## src/rtl/axis_uart_bridge_pkg.sv

```systemverilog
// Shared constants and state encoding for the UART-to-memory command bridge.
package axis_uart_bridge_pkg;

  // Frame opcodes sent by the host.
  localparam logic [7:0] OPC_WRITE = 8'h01;
  localparam logic [7:0] OPC_READ  = 8'h02;

  // Per-frame status bytes returned to the host.
  localparam logic [7:0] ST_OK  = 8'hA5;
  localparam logic [7:0] ST_ERR = 8'hEE;

  // Frame engine states.
  typedef enum logic [3:0] {
    S_OPC,
    S_LEN,
    S_ADDR,
    S_WDAT,
    S_WR,
    S_RREQ,
    S_RWAIT,
    S_RSEND,
    S_ACK,
    S_ERR
  } state_e;

endpackage

```

## src/rtl/axis_uart_word_shifter.sv

```systemverilog
// Byte-wide shift register with a byte counter. Assembles a word MSB first
// from incoming bytes, or serialises a loaded word MSB first.
module axis_uart_word_shifter #(
  parameter int BYTE_NUM   = 4,
  parameter int BYTE_WIDTH = 8
) (
  input  logic                           clk_i,
  input  logic                           rst_i,
  input  logic                           clear_i,
  input  logic                           load_i,
  input  logic [BYTE_NUM*BYTE_WIDTH-1:0] load_data_i,
  input  logic                           shift_in_i,
  input  logic [BYTE_WIDTH-1:0]          byte_i,
  input  logic                           shift_out_i,
  output logic [BYTE_NUM*BYTE_WIDTH-1:0] data_o,
  output logic [BYTE_NUM*BYTE_WIDTH-1:0] data_next_o,
  output logic [BYTE_WIDTH-1:0]          byte_o,
  output logic                           last_o
);

  localparam int W     = BYTE_NUM * BYTE_WIDTH;
  localparam int CNT_W = (BYTE_NUM > 1) ? $clog2(BYTE_NUM) : 1;
  localparam logic [CNT_W-1:0] CNT_LAST = CNT_W'(BYTE_NUM - 1);

  logic [W-1:0]     data_q, data_d;
  logic [CNT_W-1:0] cnt_q, cnt_d;
  logic [CNT_W-1:0] cnt_step;

  assign data_next_o = (data_q << BYTE_WIDTH) | W'(byte_i);
  assign cnt_step    = (cnt_q == CNT_LAST) ? '0 : cnt_q + 1'b1;
  assign data_o      = data_q;
  assign byte_o      = data_q[W-1 -: BYTE_WIDTH];
  assign last_o      = (cnt_q == CNT_LAST);

  // Select the next register contents; clear beats load beats shifting.
  always_comb begin
    data_d = data_q;
    cnt_d  = cnt_q;
    if (clear_i) begin
      data_d = '0;
      cnt_d  = '0;
    end else if (load_i) begin
      data_d = load_data_i;
      cnt_d  = '0;
    end else if (shift_in_i) begin
      data_d = data_next_o;
      cnt_d  = cnt_step;
    end else if (shift_out_i) begin
      data_d = data_q << BYTE_WIDTH;
      cnt_d  = cnt_step;
    end
  end

  // Register the word and byte counter.
  always_ff @(posedge clk_i) begin
    if (rst_i) begin
      data_q <= '0;
      cnt_q  <= '0;
    end else begin
      data_q <= data_d;
      cnt_q  <= cnt_d;
    end
  end

endmodule

```

## src/rtl/axis_uart_mem_cmd_bridge.sv

```systemverilog
// Framed command engine: parses WRITE/READ frames from the UART RX stream,
// drives one memory port, and answers with read data and a status byte.
module axis_uart_mem_cmd_bridge
  import axis_uart_bridge_pkg::*;
#(
  parameter int BYTE_NUM       = 4,
  parameter int BYTE_WIDTH     = 8,
  parameter int ADDR_WIDTH     = 32,
  parameter int ADDR_BYTES     = (ADDR_WIDTH + BYTE_WIDTH - 1) / BYTE_WIDTH,
  parameter int MAX_BURST      = 16,
  parameter int RD_LATENCY     = 1,
  parameter int TIMEOUT_CYCLES = 100000
) (
  input  logic                           clk_i,
  input  logic                           rst_i,
  input  logic [BYTE_WIDTH-1:0]          s_axis_tdata_i,
  input  logic                           s_axis_tvalid_i,
  output logic                           s_axis_tready_o,
  output logic [BYTE_WIDTH-1:0]          m_axis_tdata_o,
  output logic                           m_axis_tvalid_o,
  input  logic                           m_axis_tready_i,
  output logic                           mem_en_o,
  output logic [BYTE_NUM-1:0]            mem_wr_en_o,
  output logic [ADDR_WIDTH-1:0]          mem_addr_o,
  output logic [BYTE_NUM*BYTE_WIDTH-1:0] mem_data_o,
  input  logic [BYTE_NUM*BYTE_WIDTH-1:0] mem_data_i,
  output logic                           busy_o,
  output logic                           err_o
);

  localparam int WORD_W    = BYTE_NUM * BYTE_WIDTH;
  localparam int ADDR_SH_W = ADDR_BYTES * BYTE_WIDTH;
  localparam int WAIT_W    = (RD_LATENCY > 1) ? $clog2(RD_LATENCY) : 1;
  localparam int TMO_W     = (TIMEOUT_CYCLES > 1) ? $clog2(TIMEOUT_CYCLES) : 1;
  localparam bit TMO_EN    = (TIMEOUT_CYCLES != 0);
  localparam logic [TMO_W-1:0]      TMO_LAST  = TMO_W'((TIMEOUT_CYCLES > 0) ? TIMEOUT_CYCLES - 1 : 0);
  localparam logic [WAIT_W-1:0]     WAIT_LAST = WAIT_W'(RD_LATENCY - 1);
  localparam logic [BYTE_WIDTH:0]   MAX_LEN   = (BYTE_WIDTH + 1)'(MAX_BURST);
  localparam logic [BYTE_WIDTH-1:0] B_WRITE   = BYTE_WIDTH'(OPC_WRITE);
  localparam logic [BYTE_WIDTH-1:0] B_READ    = BYTE_WIDTH'(OPC_READ);

  state_e                  state_q, state_d;
  logic                    is_rd_q, is_rd_d;
  logic [BYTE_WIDTH-1:0]   len_q, len_d;
  logic [ADDR_WIDTH-1:0]   addr_q, addr_d;
  logic [WAIT_W-1:0]       wait_q, wait_d;
  logic [TMO_W-1:0]        tmo_q, tmo_d;
  logic                    err_q;

  logic                    rx_ready, rx_fire, tx_valid, tx_fire, timed, tmo_hit;
  logic [ADDR_SH_W-1:0]    addr_next;
  logic [ADDR_SH_W-1:0]    addr_data_unused;
  logic [BYTE_WIDTH-1:0]   addr_byte_unused;
  logic                    addr_last;
  logic [WORD_W-1:0]       word_q;
  logic [WORD_W-1:0]       word_next_unused;
  logic [BYTE_WIDTH-1:0]   tx_byte;
  logic                    word_last;

  assign rx_ready = !rst_i && (state_q inside {S_OPC, S_LEN, S_ADDR, S_WDAT});
  assign rx_fire  = s_axis_tvalid_i && rx_ready;
  assign tx_valid = (state_q inside {S_RSEND, S_ACK, S_ERR});
  assign tx_fire  = tx_valid && m_axis_tready_i;
  assign timed    = (state_q inside {S_LEN, S_ADDR, S_WDAT});
  assign tmo_hit  = TMO_EN && timed && !rx_fire && (tmo_q == TMO_LAST);

  axis_uart_word_shifter #(
    .BYTE_NUM   (ADDR_BYTES),
    .BYTE_WIDTH (BYTE_WIDTH)
  ) u_addr_shifter (
    .clk_i       (clk_i),
    .rst_i       (rst_i),
    .clear_i     (state_q == S_OPC),
    .load_i      (1'b0),
    .load_data_i ('0),
    .shift_in_i  (rx_fire && (state_q == S_ADDR)),
    .byte_i      (s_axis_tdata_i),
    .shift_out_i (1'b0),
    .data_o      (addr_data_unused),
    .data_next_o (addr_next),
    .byte_o      (addr_byte_unused),
    .last_o      (addr_last)
  );

  axis_uart_word_shifter #(
    .BYTE_NUM   (BYTE_NUM),
    .BYTE_WIDTH (BYTE_WIDTH)
  ) u_data_shifter (
    .clk_i       (clk_i),
    .rst_i       (rst_i),
    .clear_i     (state_q == S_OPC),
    .load_i      ((state_q == S_RWAIT) && (wait_q == WAIT_LAST)),
    .load_data_i (mem_data_i),
    .shift_in_i  (rx_fire && (state_q == S_WDAT)),
    .byte_i      (s_axis_tdata_i),
    .shift_out_i (tx_fire && (state_q == S_RSEND)),
    .data_o      (word_q),
    .data_next_o (word_next_unused),
    .byte_o      (tx_byte),
    .last_o      (word_last)
  );

  // Frame sequencing: next state, burst bookkeeping and the idle timeout.
  always_comb begin
    state_d = state_q;
    is_rd_d = is_rd_q;
    len_d   = len_q;
    addr_d  = addr_q;
    wait_d  = '0;
    tmo_d   = (TMO_EN && timed && !rx_fire) ? tmo_q + 1'b1 : '0;
    case (state_q)
      S_OPC: begin
        if (rx_fire) begin
          if (s_axis_tdata_i == B_WRITE) begin
            state_d = S_LEN;
            is_rd_d = 1'b0;
          end else if (s_axis_tdata_i == B_READ) begin
            state_d = S_LEN;
            is_rd_d = 1'b1;
          end else begin
            state_d = S_ERR;
          end
        end
      end
      S_LEN: begin
        if (rx_fire) begin
          if ({1'b0, s_axis_tdata_i} >= MAX_LEN) begin
            state_d = S_ERR;
          end else begin
            len_d   = s_axis_tdata_i;
            state_d = S_ADDR;
          end
        end else if (tmo_hit) begin
          state_d = S_ERR;
        end
      end
      S_ADDR: begin
        if (rx_fire && addr_last) begin
          addr_d  = addr_next[ADDR_WIDTH-1:0];
          state_d = is_rd_q ? S_RREQ : S_WDAT;
        end else if (tmo_hit) begin
          state_d = S_ERR;
        end
      end
      S_WDAT: begin
        if (rx_fire && word_last) begin
          state_d = S_WR;
        end else if (tmo_hit) begin
          state_d = S_ERR;
        end
      end
      S_WR: begin
        addr_d = addr_q + 1'b1;
        if (len_q == '0) begin
          state_d = S_ACK;
        end else begin
          len_d   = len_q - 1'b1;
          state_d = S_WDAT;
        end
      end
      S_RREQ: begin
        state_d = S_RWAIT;
      end
      S_RWAIT: begin
        if (wait_q == WAIT_LAST) begin
          state_d = S_RSEND;
        end else begin
          wait_d = wait_q + 1'b1;
        end
      end
      S_RSEND: begin
        if (tx_fire && word_last) begin
          addr_d = addr_q + 1'b1;
          if (len_q == '0) begin
            state_d = S_ACK;
          end else begin
            len_d   = len_q - 1'b1;
            state_d = S_RREQ;
          end
        end
      end
      S_ACK, S_ERR: begin
        if (tx_fire) begin
          state_d = S_OPC;
        end
      end
      default: begin
        state_d = S_OPC;
      end
    endcase
  end

  // Engine registers; the error flag is high only in the first S_ERR cycle.
  always_ff @(posedge clk_i) begin
    if (rst_i) begin
      state_q <= S_OPC;
      is_rd_q <= 1'b0;
      len_q   <= '0;
      addr_q  <= '0;
      wait_q  <= '0;
      tmo_q   <= '0;
      err_q   <= 1'b0;
    end else begin
      state_q <= state_d;
      is_rd_q <= is_rd_d;
      len_q   <= len_d;
      addr_q  <= addr_d;
      wait_q  <= wait_d;
      tmo_q   <= tmo_d;
      err_q   <= (state_d == S_ERR) && (state_q != S_ERR);
    end
  end

  // Response byte mux; held constant by the state while the TX side stalls.
  always_comb begin
    m_axis_tdata_o = '0;
    case (state_q)
      S_RSEND: m_axis_tdata_o = tx_byte;
      S_ACK:   m_axis_tdata_o = BYTE_WIDTH'(ST_OK);
      S_ERR:   m_axis_tdata_o = BYTE_WIDTH'(ST_ERR);
      default: m_axis_tdata_o = '0;
    endcase
  end

  assign s_axis_tready_o = rx_ready;
  assign m_axis_tvalid_o = tx_valid;
  assign mem_en_o        = (state_q == S_WR) || (state_q == S_RREQ);
  assign mem_wr_en_o     = {BYTE_NUM{state_q == S_WR}};
  assign mem_addr_o      = addr_q;
  assign mem_data_o      = word_q;
  assign busy_o          = (state_q != S_OPC);
  assign err_o           = err_q;

endmodule

```

## config.mk

```make
export PLATFORM = sky130hd
export DESIGN_NAME = axis_uart_mem_cmd_bridge
export DESIGN_NICKNAME = d
export VERILOG_FILES = /design/src/rtl/axis_uart_bridge_pkg.sv /design/src/rtl/axis_uart_word_shifter.sv /design/src/rtl/axis_uart_mem_cmd_bridge.sv
export SDC_FILE = /design/constraint.sdc
export NUM_CORES = 1
export LEC_CHECK = 0
export BUFFER_PORTS_ARGS = -buffer_cell sky130_fd_sc_hd__buf_2
export CELL_PAD_IN_SITES_DETAIL_PLACEMENT = 1
export CELL_PAD_IN_SITES_GLOBAL_PLACEMENT = 2
export CORE_MARGIN = 3
export CORE_UTILIZATION = 32
export DETAILED_ROUTE_END_ITERATION = 8
export PLACE_DENSITY_LB_ADDON = 0.1
export SYNTH_ARGS = -nofsm -noshare
export SYNTH_HDL_FRONTEND = slang
export SYNTH_SLANG_ARGS = --single-unit
```

## constraint.sdc

```tcl
create_clock -name clk_i -period 2.65 [get_ports clk_i]
set_input_delay 0.53 -clock clk_i [delete_from_list [all_inputs] [get_ports clk_i]]
set_output_delay 0.53 -clock clk_i [all_outputs]
set_load 0.1 [all_outputs]
```

==> metrics, run 1 <==
Sw Share=23.5%; Flop pwr share=40.2%; post-synth cell types=73; filler instances=2402; Remaining DRCs=0; count of max-cap constraint violations=0; number of CTS-inserted buffers=17; count of antenna-violating nets left after detailed routing=0; DP HPWL=16800 um; Worst-Skew Late Latency=0.42 ns; leading cell type in the layout, fill and taps excluded=sky130_fd_sc_hd__buf_2; number of buffers inserted by post-CTS setup repair=0; vias in the first global route=7018; Remaining Overflow, GRT=0; net switching power of the design=1.10 mW; share of layout cells above drive strength 1=24.2%; total via count in the routed design=6601; die outline height=147 um; reg-to-reg endpoint=err_o; number of setup violations in the final report=0; Warnings, synthesis=0; Routed WL per cell=19.1 um; type of destination of the critical path=output pin; RSZ-0062 raised after global routing=false; total clock sinks=124; WHS Endpoint=u_data_shifter.data_o[1]; Post-synth EDFFs=0; Max rail drop VDD=0.391 mV; Leakage=3.08 nW; std cell rows=51; depth of the worst register-to-register path=6; Min-Delay Startpoint=mem_data_i[1]; Final Cycle Share=93.9%; DIE AREA=21700 um^2; Placement Cell Area=7480 um^2; Clock transition at path regs=0.06 ns; number of antenna violations at the first check in global routing=3; top library cells by usage in the layout, fill and taps aside=sky130_fd_sc_hd__buf_2, sky130_fd_sc_hd__dfxtp_1, sky130_fd_sc_hd__nand2_1, sky130_fd_sc_hd__a21oi_1, sky130_fd_sc_hd__nor2_1; nets@finish=968; number of vias per cell=5.51; final design utilization=41.5%; worst reg2reg startpoint=len_q[0]; type of the tightest min-delay check=primary input to flop; Power Internal=3.57 mW; Final Critical Period=2.49 ns; total I/O pin count=125; IO Port Bufs=124; cell count after synthesis=804; outcome=finished, final reports clean; signed area change from the synthesized netlist to the final layout=27.1%; Logic pwr share=6.3%; horizontal extent of the die=147 um; clock tree from TritonCTS=done; number of stages on the worst hold path=3; Yosys reg bits=124; reg-to-reg slack, setup=0.23 ns; Slew headroom=43.0%; wire length of the first global-routing pass=37200 um; Avg Inst Size Synth=7.94 um^2; Detailed Routing Iterations Pass 1=5; initial detailed-routing violation count=307; setup TNS=0 ns; Mapped Nets=853; startpoint type of the worst setup path=flop; sequential element share of the synthesized area=38.9%; count of H-tree levels built during CTS=4; Setup CP Type=flop to output pin; clock group share of total power=53.5%; clock root buffer=sky130_fd_sc_hd__clkbuf_16; synthesized cell area=6380 um^2; maximum buffer depth of the clock tree=2; final weighted congestion of routability-driven global placement=0.895; total global-route track usage=21.3%; Final Max Slew Viols=0; Setup Skew=0.00871 ns; most common flop cell mapped by yosys=sky130_fd_sc_hd__dfxtp_1; Post-synth ARST share=0%; core region area=19500 um^2; summed area of non-filler cells in the final layout=8110 um^2; Initial Util=32.7%; maximum number of pins on one net before global-route repair=38; largest fanout on the critical path=11; required time at the worst-slack endpoint=2.12 ns; ANT cells=0; slew at the pin with the worst max-slew slack=0.843 ns; WL final=22900 um; power per cell area=576 nW/um^2; arrival time worst endpoint=1.96 ns; total count of hold-check failures in the final report=0; max frequency=402 MHz
## routing by layer
| layer | part of all wire [%] | global-route usage, % |
|---|---|---|
| met5 | 0.16 | 0 |
| met4 | 1.5 | 6.76 |
| met3 | 5.3 | 4.97 |
| met2 | 48 | 35.6 |
| met1 | 46 | 27.2 |
## layout make-up
| class | count | area (um^2) | share of cell area, % |
|---|---|---|---|
| clock buffer | 20 | 457 | 5.63 |
| clock inverter | 12 | 169 | 2.08 |
| inverter | 14 | 52.6 | 0.648 |
| multi-input combinational | 604 | 3620 | 44.6 |
| sequential | 124 | 2500 | 30.8 |
| tap | 265 | 332 | 4.09 |
| timing repair buffer | 158 | 988 | 12.2 |
## flip-flops by register name, indices dropped and copies added, names as in the netlist, 2 cells and up
register and flops:
mem_addr_o 32, u_data_shifter.data_o 32, u_addr_shifter.data_o 24, tmo_q 17
len_q 8, state_q 4, u_addr_shifter.cnt_q 2, u_data_shifter.cnt_q 2
## timing repair
action / CTS / global route
hold buffers: 0 / 0
pin swaps: 0 / 0
gates resized for setup: 1 / 3
endpoints found under the setup margin: 4 / 8
## cells in the mapped netlist (5+ instances only)
cell	n	area, um^2
sky130_fd_sc_hd__a211oi_1	25	188
sky130_fd_sc_hd__a21o_1	11	82.6
sky130_fd_sc_hd__a21oi_1	83	415
sky130_fd_sc_hd__a22o_1	6	52.6
sky130_fd_sc_hd__a22oi_1	10	75.1
sky130_fd_sc_hd__a31oi_1	5	31.3
sky130_fd_sc_hd__a32o_1	5	50.1
sky130_fd_sc_hd__a32oi_1	8	70.1
sky130_fd_sc_hd__and2_1	11	68.8
sky130_fd_sc_hd__and3_1	10	62.6
sky130_fd_sc_hd__and4_1	5	43.8
sky130_fd_sc_hd__buf_1	5	18.8
sky130_fd_sc_hd__buf_2	12	60.1
sky130_fd_sc_hd__clkbuf_1	40	150
sky130_fd_sc_hd__dfxtp_1	124	2480
sky130_fd_sc_hd__ha_1	5	62.6
sky130_fd_sc_hd__inv_1	13	48.8
sky130_fd_sc_hd__mux2i_1	18	180
sky130_fd_sc_hd__nand2_1	111	417
sky130_fd_sc_hd__nand3_1	21	105
sky130_fd_sc_hd__nand4_1	17	106
sky130_fd_sc_hd__nor2_1	75	282
sky130_fd_sc_hd__nor3_1	23	115
sky130_fd_sc_hd__o21ai_0	36	180
sky130_fd_sc_hd__o21ai_1	7	35.0
sky130_fd_sc_hd__o31ai_1	9	67.6
sky130_fd_sc_hd__or3_1	12	75.1
sky130_fd_sc_hd__or4_1	8	60.1
sky130_fd_sc_hd__xor2_1	12	105
## through the flow
step                worst slack [ns]  total power [mW]  hold WS, ns  instances
finish                         0.163              4.67        0.356       1197
global route                  0.0282              4.83        0.359       1197
CTS                         0.000962              4.74        0.337       1197
detailed placement             0.132              2.21        0.443       1165
global placement               0.214              2.21        0.431       1165
floorplan                     0.0138              2.11        0.418        804
## power groups by stage
| stage | logic, mW | clock network [mW] | registers (mW) |
|---|---|---|---|
| 2_1_floorplan | 0.187 | 0 | 1.92 |
| 3_3_place_gp | 0.291 | 0 | 1.92 |
| 6_report | 0.293 | 2.50 | 1.88 |
| 3_5_place_dp | 0.293 | 0 | 1.92 |
| 5_1_grt | 0.315 | 2.64 | 1.88 |
| 4_1_cts | 0.295 | 2.56 | 1.88 |
## logic make-up after synthesis
kind of cell    synth area share [%]
flops                           38.9
mux                             3.18
fa+ha+maj                      0.980
other cells                   0.0587
buf+inv                         5.12
simple gates                    25.1
compound gates                  24.7
xor+xnor                        2.06
## worst max path at each step
stage	startpoint	endpoint	slack, ns	cells past startpoint
final	state_q[1]	busy_o	0.16	4
after global placement	rst_i	len_q[2]	0.21	6
after floorplan	mem_addr_o[9]	mem_addr_o[27]	0.01	5
after global routing	state_q[1]	busy_o	0.03	4
after detailed placement	rst_i	len_q[2]	0.13	6
after CTS	state_q[1]	m_axis_tvalid_o	0.001	4
## critical path, cell delays in order, from the launching register on
cell and delay (ns):
sky130_fd_sc_hd__dfxtp_2 0.40, sky130_fd_sc_hd__buf_4 0.21, sky130_fd_sc_hd__nor4_1 0.47, sky130_fd_sc_hd__inv_1 0.13
sky130_fd_sc_hd__buf_2 0.33
(Power assumes the default switching activity.)
==> inputs of run 2 (changes only) <==
--- a/config.mk
+++ b/config.mk
@@ -11,7 +11,7 @@
 export CORE_MARGIN = 3
 export CORE_UTILIZATION = 32
 export DETAILED_ROUTE_END_ITERATION = 8
-export PLACE_DENSITY_LB_ADDON = 0.1
+export PLACE_DENSITY = 0.85
 export SYNTH_ARGS = -nofsm -noshare
 export SYNTH_HDL_FRONTEND = slang
 export SYNTH_SLANG_ARGS = --single-unit
==> run 2 against run 1 <==
  * Combinational power rose by 9.9%
  * Count of clock-buffer cells in the layout rose by 1
  * Worst hold slack got worse by 0.021 ns
  * Clock power is 8.0% higher
  * Global-route usage is 0.24 points higher
  * Non-clock buffer count is 6 higher
  * Sequential power about the same
  * Final cell count increased by 0.50%
  * Utilization rose by 0.63 points
  * Final area up 1.5%
  * Critical path depth is 1 lower
  * Clock skew rose by 0.0024 ns
==> metrics, run 2 (same netlist as run 1, synthesis figures left out) <==
leading cell type in the layout, fill and taps excluded=sky130_fd_sc_hd__buf_2; horizontal extent of the die=147 um (unchanged); number of vias per cell=5.52 (about the same); Final Max Slew Viols=0 (unchanged); total power draw=4.90 mW (+4.9%); top library cells by usage in the layout, fill and taps aside=sky130_fd_sc_hd__buf_2, sky130_fd_sc_hd__dfxtp_1, sky130_fd_sc_hd__nand2_1, sky130_fd_sc_hd__a21oi_1, sky130_fd_sc_hd__nor2_1; IO Port Bufs=124 (unchanged); filler instances=2408 (+0.25%); post-layout instance count excluding filler cells=1203 (+0.50%); combined area of the multi-input logic cells=3620 um^2 (+0.17%); std cell rows=51 (unchanged); count of antenna-violating nets left after detailed routing=0 (unchanged); outcome=finished, final reports clean; total I/O pin count=125 (unchanged); vias in the first global route=6629 (-5.5%); total global-route track usage=21.5% (+0.24 points); count of H-tree levels built during CTS=4 (unchanged); core region area=19500 um^2 (unchanged); Detailed Routing Iterations Pass 1=5 (unchanged); Placement Cell Area=7560 um^2 (+1.0%); total via count in the routed design=6640 (+0.59%); Worst-Skew Late Latency=0.43 ns (about the same); Leakage=3.14 nW (+1.7%); share of layout cells above drive strength 1=24.5% (+0.27 points); Clock transition at path regs=0.06 ns (about the same); clock tree from TritonCTS=done; Final Critical Period=2.53 ns (+0.0472 ns); Final Cycle Share=95.6% (+1.8 points); RSZ-0062 raised after global routing=false; type of destination of the critical path=output pin; signed area change from the synthesized netlist to the final layout=29.0%; number of antenna violations at the first check in global routing=0 (-3); largest fanout on the critical path=8 (-3); initial detailed-routing violation count=393 (+28%); power per cell area=595 nW/um^2 (+3.3%); number of cells in the design after placement=1171 (+0.52%); Setup CP Type=flop to output pin; summed area of non-filler cells in the final layout=8240 um^2 (+1.5%); final weighted congestion of routability-driven global placement=0.890 (-0.56%); setup TNS=0 ns (unchanged); maximum number of pins on one net before global-route repair=61 (+61%); Setup Skew=0.0111 ns (+0.00237 ns); Max rail drop VDD=0.396 mV (+1.4%); startpoint type of the worst setup path=flop; max frequency=395 MHz (-1.9%); final design utilization=42.2% (+0.63 points); area occupied by registers=2500 um^2 (about the same); slew at the pin with the worst max-slew slack=0.825 ns (-0.0174 ns); DP HPWL=16700 um (-0.59%); count of max-cap constraint violations=0 (unchanged); number of buffers inserted by post-CTS setup repair=0 (unchanged); Slew headroom=44.2% (+1.2 points); Routed WL per cell=19.3 um (+0.77%); nets@finish=974 (+0.62%); ANT cells=0 (unchanged); die outline height=147 um (unchanged); clock root buffer=sky130_fd_sc_hd__clkbuf_16; WL final=23200 um (+1.3%); Initial Util=32.7% (unchanged); Remaining Overflow, GRT=0 (unchanged); total count of hold-check failures in the final report=0 (unchanged); type of the tightest min-delay check=primary input to flop; arrival time worst endpoint=2.00 ns (+0.04 ns); maximum buffer depth of the clock tree=2 (unchanged); total clock sinks=124 (unchanged); DIE AREA=21700 um^2 (unchanged); required time at the worst-slack endpoint=2.12 ns (about the same); number of setup violations in the final report=0 (unchanged); number of CTS-inserted buffers=17 (unchanged); Remaining DRCs=0 (unchanged); wire length of the first global-routing pass=37200 um (about the same)
==> run 2: where the power goes <==
part           total (mW)  internal [mW]  switching (mW)
clock                2.70           1.79           0.911
sequential           1.88           1.87         0.00878
combinational       0.322          0.102           0.220
total                4.90           3.76            1.14
==> run 2: layout make-up <==
cell class	instances	area share, %
Clock inverter	11	2.61
Inverter	14	0.638
Sequential cell	124	30.3
Timing Repair Buffer	164	12.9
Multi-Input combinational cell	604	44.0
Tap cell	265	4.03
Clock buffer	21	5.47
==> run 2: path summary, 6_finish.rpt <==
| path | startpoint | end | slack, ns | depth (start not counted) |
|---|---|---|---|---|
| hold / removal | mem_data_i[2] | u_data_shifter.data_o[2] | 0.33 | 3 |
| hold reg to reg | tmo_q[0] | tmo_q[0] | 0.46 | 1 |
| setup / recovery | state_q[2] | mem_en_o | 0.12 | 3 |
| setup reg to reg | len_q[0] | err_o | 0.23 | 6 |
==> run 2: through the flow <==
stage | setup WS, ns | hold slack, ns
2_1_floorplan | 0.0138 | 0.418
6_report | 0.116 | 0.335
3_3_place_gp | 0.255 | 0.431
5_1_grt | 0.0248 | 0.331
4_1_cts | 0.0000946 | 0.321
3_5_place_dp | 0.215 | 0.446
==> run 2: routing by layer <==
layer  track usage [%]  wire [um]
met1              28.2      10400
met2              35.9      11300
met3              4.32       1130
met4              6.48        364
met5                 0          0
==> run 2: repair_timing <==
action	CTS	global route
resized for setup	1	3
hold buffers	0	0
endpoints found under the setup margin	1	4
==> run 2: critical path, stage by stage, from the launching register on <==
cell	delay, ns
sky130_fd_sc_hd__dfxtp_1	0.51
sky130_fd_sc_hd__nand2b_1	0.33
sky130_fd_sc_hd__nor2_1	0.27
sky130_fd_sc_hd__buf_2	0.47
